## config.mk

```make
export PLATFORM = sky130hd
export DESIGN_NAME = rx_eth
export DESIGN_NICKNAME = d
export VERILOG_FILES = /design/src/rtl/rx_eth.sv
export SDC_FILE = /design/constraint.sdc
export NUM_CORES = 1
export LEC_CHECK = 0
export CAP_MARGIN = 20
export CORE_ASPECT_RATIO = 0.9
export CORE_MARGIN = 2
export CORE_UTILIZATION = 50
export DETAILED_ROUTE_END_ITERATION = 8
export PLACE_DENSITY = 0.83
export SYNTH_ARGS = -nofsm -noshare
export SYNTH_HDL_FRONTEND = slang
export SYNTH_SLANG_ARGS = --single-unit
```

## constraint.sdc

```tcl
create_clock -name clk -period 8.9 [get_ports clk]
set_input_delay 2.225 -clock clk [delete_from_list [all_inputs] [get_ports clk]]
set_output_delay 2.225 -clock clk [all_outputs]
set_load 0.1 [all_outputs]
```

## src/rtl/rx_eth.sv

```systemverilog
// Ethernet receive framer: writes each frame into a circular QW buffer as a length header
// followed by its data QWs. Optional dropped-frame counter under `ifdef RX_DROP_CNT_EN.
module rx_eth #(
   parameter int BW = 9
) (
   input  logic          clk,
   input  logic          rst,
   input  logic [63:0]   rx_data,
   input  logic [7:0]    rx_data_valid,
   input  logic          rx_good_frame,
   input  logic          rx_bad_frame,
   output logic [BW-1:0] wr_addr,
   output logic [63:0]   wr_data,
   output logic          wr_en,
   output logic [BW:0]   committed_prod,
   input  logic [BW:0]   committed_cons
`ifdef RX_DROP_CNT_EN
   ,
   output logic [31:0]   dropped_frames
`endif
);

   typedef enum logic [1:0] {IDLE, RECV, DROP} state_t;

   localparam logic [BW:0]   DEPTH    = {1'b1, {BW{1'b0}}};
   localparam logic [BW:0]   PTR_ONE  = {{BW{1'b0}}, 1'b1};
   localparam logic [BW:0]   PTR_TWO  = {{(BW-1){1'b0}}, 2'b10};
   localparam logic [BW-1:0] ADDR_ONE = {{(BW-1){1'b0}}, 1'b1};

   state_t        state_q, state_d;
   logic [BW:0]   wr_ptr_q, wr_ptr_d;
   logic [BW:0]   sof_q, sof_d;
   logic [15:0]   byte_len_q, byte_len_d;
   logic          wr_en_q, wr_en_d;
   logic [BW-1:0] wr_addr_q, wr_addr_d;
   logic [63:0]   wr_data_q, wr_data_d;
   logic [BW:0]   prod_q, prod_d;
   logic          pend_q, pend_d;
   logic [BW:0]   pend_ptr_q, pend_ptr_d;

   logic [3:0]    beat_bytes;
   logic [BW:0]   used;
   logic [BW:0]   free;
   logic [16:0]   len_sum;
   logic [15:0]   len_sat;

   always_comb begin
      beat_bytes = 4'd0;
      for (int i = 0; i < 8; i++) begin
         beat_bytes = beat_bytes + 4'(rx_data_valid[i]);
      end
   end

   // Occupancy is measured from the write pointer, so QWs of an uncommitted frame count as used.
   assign used    = wr_ptr_q - committed_cons;
   assign free    = DEPTH - used;
   assign len_sum = {1'b0, byte_len_q} + 17'(beat_bytes);
   assign len_sat = len_sum[16] ? 16'hFFFF : len_sum[15:0];

   always_comb begin
      state_d    = state_q;
      wr_ptr_d   = wr_ptr_q;
      sof_d      = sof_q;
      byte_len_d = byte_len_q;
      wr_en_d    = 1'b0;
      wr_addr_d  = wr_addr_q;
      wr_data_d  = wr_data_q;
      pend_d     = 1'b0;
      pend_ptr_d = pend_ptr_q;
      prod_d     = pend_q ? pend_ptr_q : prod_q;

      unique case (state_q)
         IDLE: begin
            if (rx_data_valid != 8'h00) begin
               sof_d = wr_ptr_q;
               if (free >= PTR_TWO) begin
                  wr_en_d    = 1'b1;
                  wr_addr_d  = wr_ptr_q[BW-1:0] + ADDR_ONE;
                  wr_data_d  = rx_data;
                  wr_ptr_d   = wr_ptr_q + PTR_TWO;
                  byte_len_d = {12'd0, beat_bytes};
                  state_d    = RECV;
               end else begin
                  state_d = DROP;
               end
            end
         end
         RECV: begin
            if (rx_good_frame) begin
               // Header goes out now; the producer pointer follows a cycle later so it never leads the header.
               wr_en_d    = 1'b1;
               wr_addr_d  = sof_q[BW-1:0];
               wr_data_d  = {48'd0, byte_len_q};
               pend_d     = 1'b1;
               pend_ptr_d = wr_ptr_q;
               state_d    = IDLE;
            end else if (rx_bad_frame) begin
               wr_ptr_d = sof_q;
               state_d  = IDLE;
            end else if (rx_data_valid != 8'h00) begin
               if (used < DEPTH) begin
                  wr_en_d    = 1'b1;
                  wr_addr_d  = wr_ptr_q[BW-1:0];
                  wr_data_d  = rx_data;
                  wr_ptr_d   = wr_ptr_q + PTR_ONE;
                  byte_len_d = len_sat;
               end else begin
                  state_d = DROP;
               end
            end
         end
         DROP: begin
            if (rx_good_frame || rx_bad_frame) begin
               wr_ptr_d = sof_q;
               state_d  = IDLE;
            end
         end
         default: state_d = IDLE;
      endcase
   end

   always_ff @(posedge clk) begin
      if (rst) begin
         state_q    <= IDLE;
         wr_ptr_q   <= '0;
         sof_q      <= '0;
         byte_len_q <= '0;
         wr_en_q    <= 1'b0;
         wr_addr_q  <= '0;
         wr_data_q  <= '0;
         prod_q     <= '0;
         pend_q     <= 1'b0;
         pend_ptr_q <= '0;
      end else begin
         state_q    <= state_d;
         wr_ptr_q   <= wr_ptr_d;
         sof_q      <= sof_d;
         byte_len_q <= byte_len_d;
         wr_en_q    <= wr_en_d;
         wr_addr_q  <= wr_addr_d;
         wr_data_q  <= wr_data_d;
         prod_q     <= prod_d;
         pend_q     <= pend_d;
         pend_ptr_q <= pend_ptr_d;
      end
   end

   assign wr_en          = wr_en_q;
   assign wr_addr        = wr_addr_q;
   assign wr_data        = wr_data_q;
   assign committed_prod = prod_q;

`ifdef RX_DROP_CNT_EN
   logic [31:0] drop_cnt_q, drop_cnt_d;
   logic        drop_inc;

   // A frame is lost when it is aborted while receiving or when it leaves the discard state.
   assign drop_inc = ((state_q == RECV) && rx_bad_frame && !rx_good_frame) ||
                     ((state_q == DROP) && (rx_good_frame || rx_bad_frame));

   always_comb begin
      drop_cnt_d = drop_cnt_q;
      if (drop_inc && (drop_cnt_q != 32'hFFFF_FFFF)) begin
         drop_cnt_d = drop_cnt_q + 32'd1;
      end
   end

   always_ff @(posedge clk) begin
      if (rst) begin
         drop_cnt_q <= '0;
      end else begin
         drop_cnt_q <= drop_cnt_d;
      end
   end

   assign dropped_frames = drop_cnt_q;
`endif

endmodule

```

==> results.md <==
Run status:
- The flow ran to the end, and the final reports show no timing, DRC or antenna violations.

Route:
- The average wire length per cell after detail routing is between 15 and 20 um.
- The number of DRC markers after the initial detailed-route iteration is 780.
- The post-detailed-route count of antenna-violating nets is 0.
- For this run, design rule violations remaining after detail routing come to 0.
- Wires add up to 21.8 mm.
- Before antenna repair, the detailed router went through 5 iterations.
- Dividing the detail-routed via count by the number of cells gives between 5 and 6.
- The overall via count from detail_route is 7,552.

STA:
- The sum of negative setup slack is 0 ns.
- The actual slew at the worst max-slew pin is roughly 1.1 ns.
- Setup violations remaining at the end of the flow were counted as 0.
- The smallest hold slack is around 0.45 ns.
- The worst pin sits at a relative slew slack of 26.2%.
- Timing would allow up to 146 MHz.
- The final max-slew violation count is 0.
- The worst clock skew on the final layout is 0.00803 ns.
- The number of failing hold endpoints at the final stage is 0.
- The final cycle utilization of the critical path is 77.1%.
- Setup repair after global routing left no endpoint under its margin.
- The worst path in the final design needs a cycle of 6.86 ns, including I/O delays and setup.

Clock network:
- The TritonCTS sink count is 133.
- The clock-pin transition on the worst setup and hold timing paths is 0.06 ns.
- The H-tree depth is 4.
- The post-CTS repair timing setup buffer count is 0.
- The CTS tree is yes.
- Clock latency on the worst-skew pair, taken at its later pin, is 0.42 ns.
- The number of hold buffers added after cts is 0.
- In this run the deepest clock path goes through 2 buffers.
- The count of cells resized by post-cts repair is 0.
- Clock tree synthesis inserted a total of 17 buffers.
- The tree is rooted in a sky130_fd_sc_hd__clkbuf_16.

Power:
- Power comes to 2480 uW.
- The share of total power in sequential cells is around 30%.
- In this run the power density over the cells is roughly 250 mW/mm^2.
- The static leakage power is 0.00403 uW.
- The clock network burns ~29% of the power.
- The largest vdd supply drop is about 0.00017 V.
- In this run the power spent charging and discharging nets is 1050 uW.
- Combinational logic is responsible for about two fifths of the overall power.
- Net switching is 42.3% of the power.
- Cell internal power was estimated by the tool at 1430 uW.

Yosys:
- Synthesis inferred about 130 register bits.
- The main combinational cell family by area after synthesis is compound AO/OA/AOI/OAI gates.
- The count of yosys warnings during synthesis is 0.
- After synthesis, the share of cell area in mux cells is about a tenth.
- Counting flops with a built-in enable in the synthesized netlist gives 0.
- By area the synthesized netlist is led by sky130_fd_sc_hd__dfxtp_1 34%, sky130_fd_sc_hd__mux2i_1 10%, sky130_fd_sc_hd__nand2_1 6.9%.
- The net count after synthesis is 1,066.
- In the synthesized netlist the dominant register cell turns out to be sky130_fd_sc_hd__dfxtp_1.
- The sequential area share after synthesis is 34.2%.
- In this run the biggest area consumer among cell types represents about 34% of the synthesized area.
- The most common cell in the synthesized netlist is sky130_fd_sc_hd__nand2_1.
- The fraction of synthesis flops using an asynchronous set or reset pin is 0%.
- Summed over all instances, the cell type with the most area after synthesis is sky130_fd_sc_hd__dfxtp_1.
- Summing the areas of all xor and xnor instances in the mapped netlist gives 1.12% of the synthesized area.
- The simple-gate portion of the synthesized area is about a fifth.
- The post-synthesis cell count is 950.
- The number of library cell types mapped by synthesis is a little over 70.
- The synthesized netlist occupies a cell area of about 0.0078 mm^2.
- In the synthesized netlist, the cells that appear most often are 144 x sky130_fd_sc_hd__nand2_1, 133 x sky130_fd_sc_hd__dfxtp_1, 79 x sky130_fd_sc_hd__mux2i_1, 77 x sky130_fd_sc_hd__nor2_1, 68 x sky130_fd_sc_hd__nand3_1.
- Summing the areas of all compound-gate instances in the mapped netlist gives 22.4% of the synthesized area.
- Of the total synthesized cell area, the portion taken by full adders, half adders and majority gates is 5.40%.
- Each instance of the synthesized netlist takes up on average 8.20 um^2.

Die:
- The starting density of the core is between 50% and 60%.
- The die width is 136 um.
- The count of pins on the block boundary is 170.
- The initialized floorplan defines 43 standard-cell rows.
- The die covers between 0.015 and 0.02 mm^2.
- The area of the core is about 0.015 mm^2.
- Measured along the y axis, the die boundary spans 122 um.

Layout:
- The area growth from synthesis to layout is 29.4%.
- The number of antenna diodes in the final layout is 0.
- After the last flow step, the layout net total stands at 1,189.
- Summing all flip-flop and latch instances after layout gives roughly 0.0027 mm^2.
- Summing all multi-input logic gate instances after layout gives around 0.0046 mm^2.
- The number of fill cells is 1,266.
- The finished cells cover 0.0101 mm^2.
- In the final layout, the share of cells above drive strength 1 is 8.01%.

Setup path:
- The slowest cell on the critical path is sky130_fd_sc_hd__fa_1.
- The worst setup path is launched from an input pin.
- The signal on the critical path passes through clkdlybuf4s50_1, fa_1, inv_1, fa_1, fa_1, inv_1, ha_1, inv_1, fa_1, inv_1, fa_1, a21o_1, a21o_1, nand3_1, nor3_1, buf_4, or2_2, o21a_1, o21ai_0, nand3_1.
- The number of buffers and inverters on the critical path is 6.
- In this run the worst path has a maximum fanout of 11.
- The maximum cell stage delay along the critical path is 0.56 ns.
- The worst setup path is captured at a flip-flop.
- The cell that appears most often on the critical path is sky130_fd_sc_hd__fa_1.
- Data on the critical path is required at its endpoint by 9.20 ns.
- The kind of cell adding the most delay to the critical path is adder cells.
- The kind of critical path is in -> reg.
- At the worst endpoint, the arrival time is 7.16 ns.

Global routing:
- The first-pass GRT wire length is 34.7 mm.
- Entering global routing, the biggest net connects roughly 110 pins.
- The number of antenna violations at the first check in global routing is 0.
- The final global-route overflow total is 0.
- The number of global-route vias before repair is 7,047.
- In the global route stage, overall resource usage came out at 25.8%.

Job:
- The number of max-cap violations is 0.

Hold path:
- The path category of the worst min-delay check is reg -> reg.

Placed design:
- Detailed placement finished with a half-perimeter wire length of about 15 mm.
- The area of placed instances is 0.00946 mm^2.
- At the end of routability-driven placement, the weighted congestion stood at 0.922.
- In this run the tool buffered the top-level ports with 169 buffer cells.
[flip-flops by register name (all words and copies together), names as in the netlist]
register	count
pend_q	1
wr_addr	9
wr_data	64
wr_en	1
committed_prod	10
byte_len_q	16
sof_q	10
state_q	2
wr_ptr_q	10
pend_ptr_q	10
[layer usage]
layer  GRT usage [%]  wire (um)
met5               0          0
met4            8.72        478
met3            6.44       1610
met2            41.1      10200
met1            34.3       9520
[layout by cell type, fill, tap and decap left out, types with 5 or more instances in the layout]
cell type,n
sky130_fd_sc_hd__mux2i_1,79
sky130_fd_sc_hd__clkdlybuf4s50_1,168
sky130_fd_sc_hd__o221ai_1,5
sky130_fd_sc_hd__a21oi_1,57
sky130_fd_sc_hd__nor2b_1,6
sky130_fd_sc_hd__fa_1,6
sky130_fd_sc_hd__xnor2_1,7
sky130_fd_sc_hd__nor2_1,77
sky130_fd_sc_hd__a21o_1,9
sky130_fd_sc_hd__o221a_2,11
sky130_fd_sc_hd__inv_1,36
sky130_fd_sc_hd__buf_4,13
sky130_fd_sc_hd__clkbuf_16,17
sky130_fd_sc_hd__nor3_1,10
sky130_fd_sc_hd__o21ai_0,27
sky130_fd_sc_hd__a311oi_1,9
sky130_fd_sc_hd__o22ai_1,7
sky130_fd_sc_hd__nand2_1,143
sky130_fd_sc_hd__ha_1,24
sky130_fd_sc_hd__a221oi_1,9
sky130_fd_sc_hd__nand3_1,68
sky130_fd_sc_hd__nand2b_1,9
sky130_fd_sc_hd__a31oi_1,6
sky130_fd_sc_hd__a211oi_1,29
sky130_fd_sc_hd__dfxtp_1,133
sky130_fd_sc_hd__and3_1,8
sky130_fd_sc_hd__a311oi_2,12
[cell families after synthesis]
family	Yosys count
AO/OA/AOI/OAI	231
XOR/XNOR	10
adder cells (fa/ha/maj)	30
buffers and inverters	117
flip-flops	133
multiplexers	82
AND/OR/NAND/NOR	347
[power groups by stage]
stage / Combinational (uW) / Clock [uW] / Sequential (uW)
final: 1030 / 722 / 731
after detailed placement: 1020 / 0 / 742
after floorplan: 459 / 0 / 1070
after CTS: 1020 / 729 / 729
after global placement: 1000 / 0 / 739
after global routing: 1090 / 761 / 740
[per-stage QoR]
| stage | util [%] | setup WS (ns) | instances |
|---|---|---|---|
| CTS | 65.7 | 2.08 | 1286 |
| finish | 65.8 | 2.04 | 1288 |
| global placement | 61.7 | 1.76 | 1254 |
| detailed placement | 61.7 | 1.65 | 1254 |
| global route | 65.8 | 1.84 | 1288 |
| floorplan | - | 2.58 | 950 |
[final timing paths]
check                           cells past startpoint        startpoint        endpoint  slack [ns]
worst max-delay path                               20  rx_data_valid[0]  byte_len_q[11]        2.04
worst min register to register                      2     pend_ptr_q[9]   pend_ptr_q[9]        0.45
worst min-delay path                                2     pend_ptr_q[9]   pend_ptr_q[9]        0.45
worst max register to register                     12       wr_ptr_q[0]     wr_data[51]        4.32
[cell type report]
class                   instances  share of cell area [%]
multi-input cells             700                    45.9
flip-flops and latches        133                    26.4
repair buffers                182                    17.7
clock buffers                  17                    4.22
well taps                     202                    2.51
clock inverters                15                    1.79
inverters                      39                    1.46
[worst register-to-register path, cell delays in order, from the launching register on]
cell,delay [ns]
sky130_fd_sc_hd__dfxtp_1,0.76
sky130_fd_sc_hd__inv_1,0.28
sky130_fd_sc_hd__ha_1,0.27
sky130_fd_sc_hd__nand2b_1,0.18
sky130_fd_sc_hd__a21oi_1,0.31
sky130_fd_sc_hd__nor4b_1,0.09
sky130_fd_sc_hd__a2111oi_0,0.48
sky130_fd_sc_hd__nand3b_1,0.23
sky130_fd_sc_hd__o32a_1,0.15
sky130_fd_sc_hd__buf_4,0.32
sky130_fd_sc_hd__a21o_4,0.58
sky130_fd_sc_hd__buf_4,0.55
sky130_fd_sc_hd__mux2i_1,0.29
(Power assumes the default switching activity.)
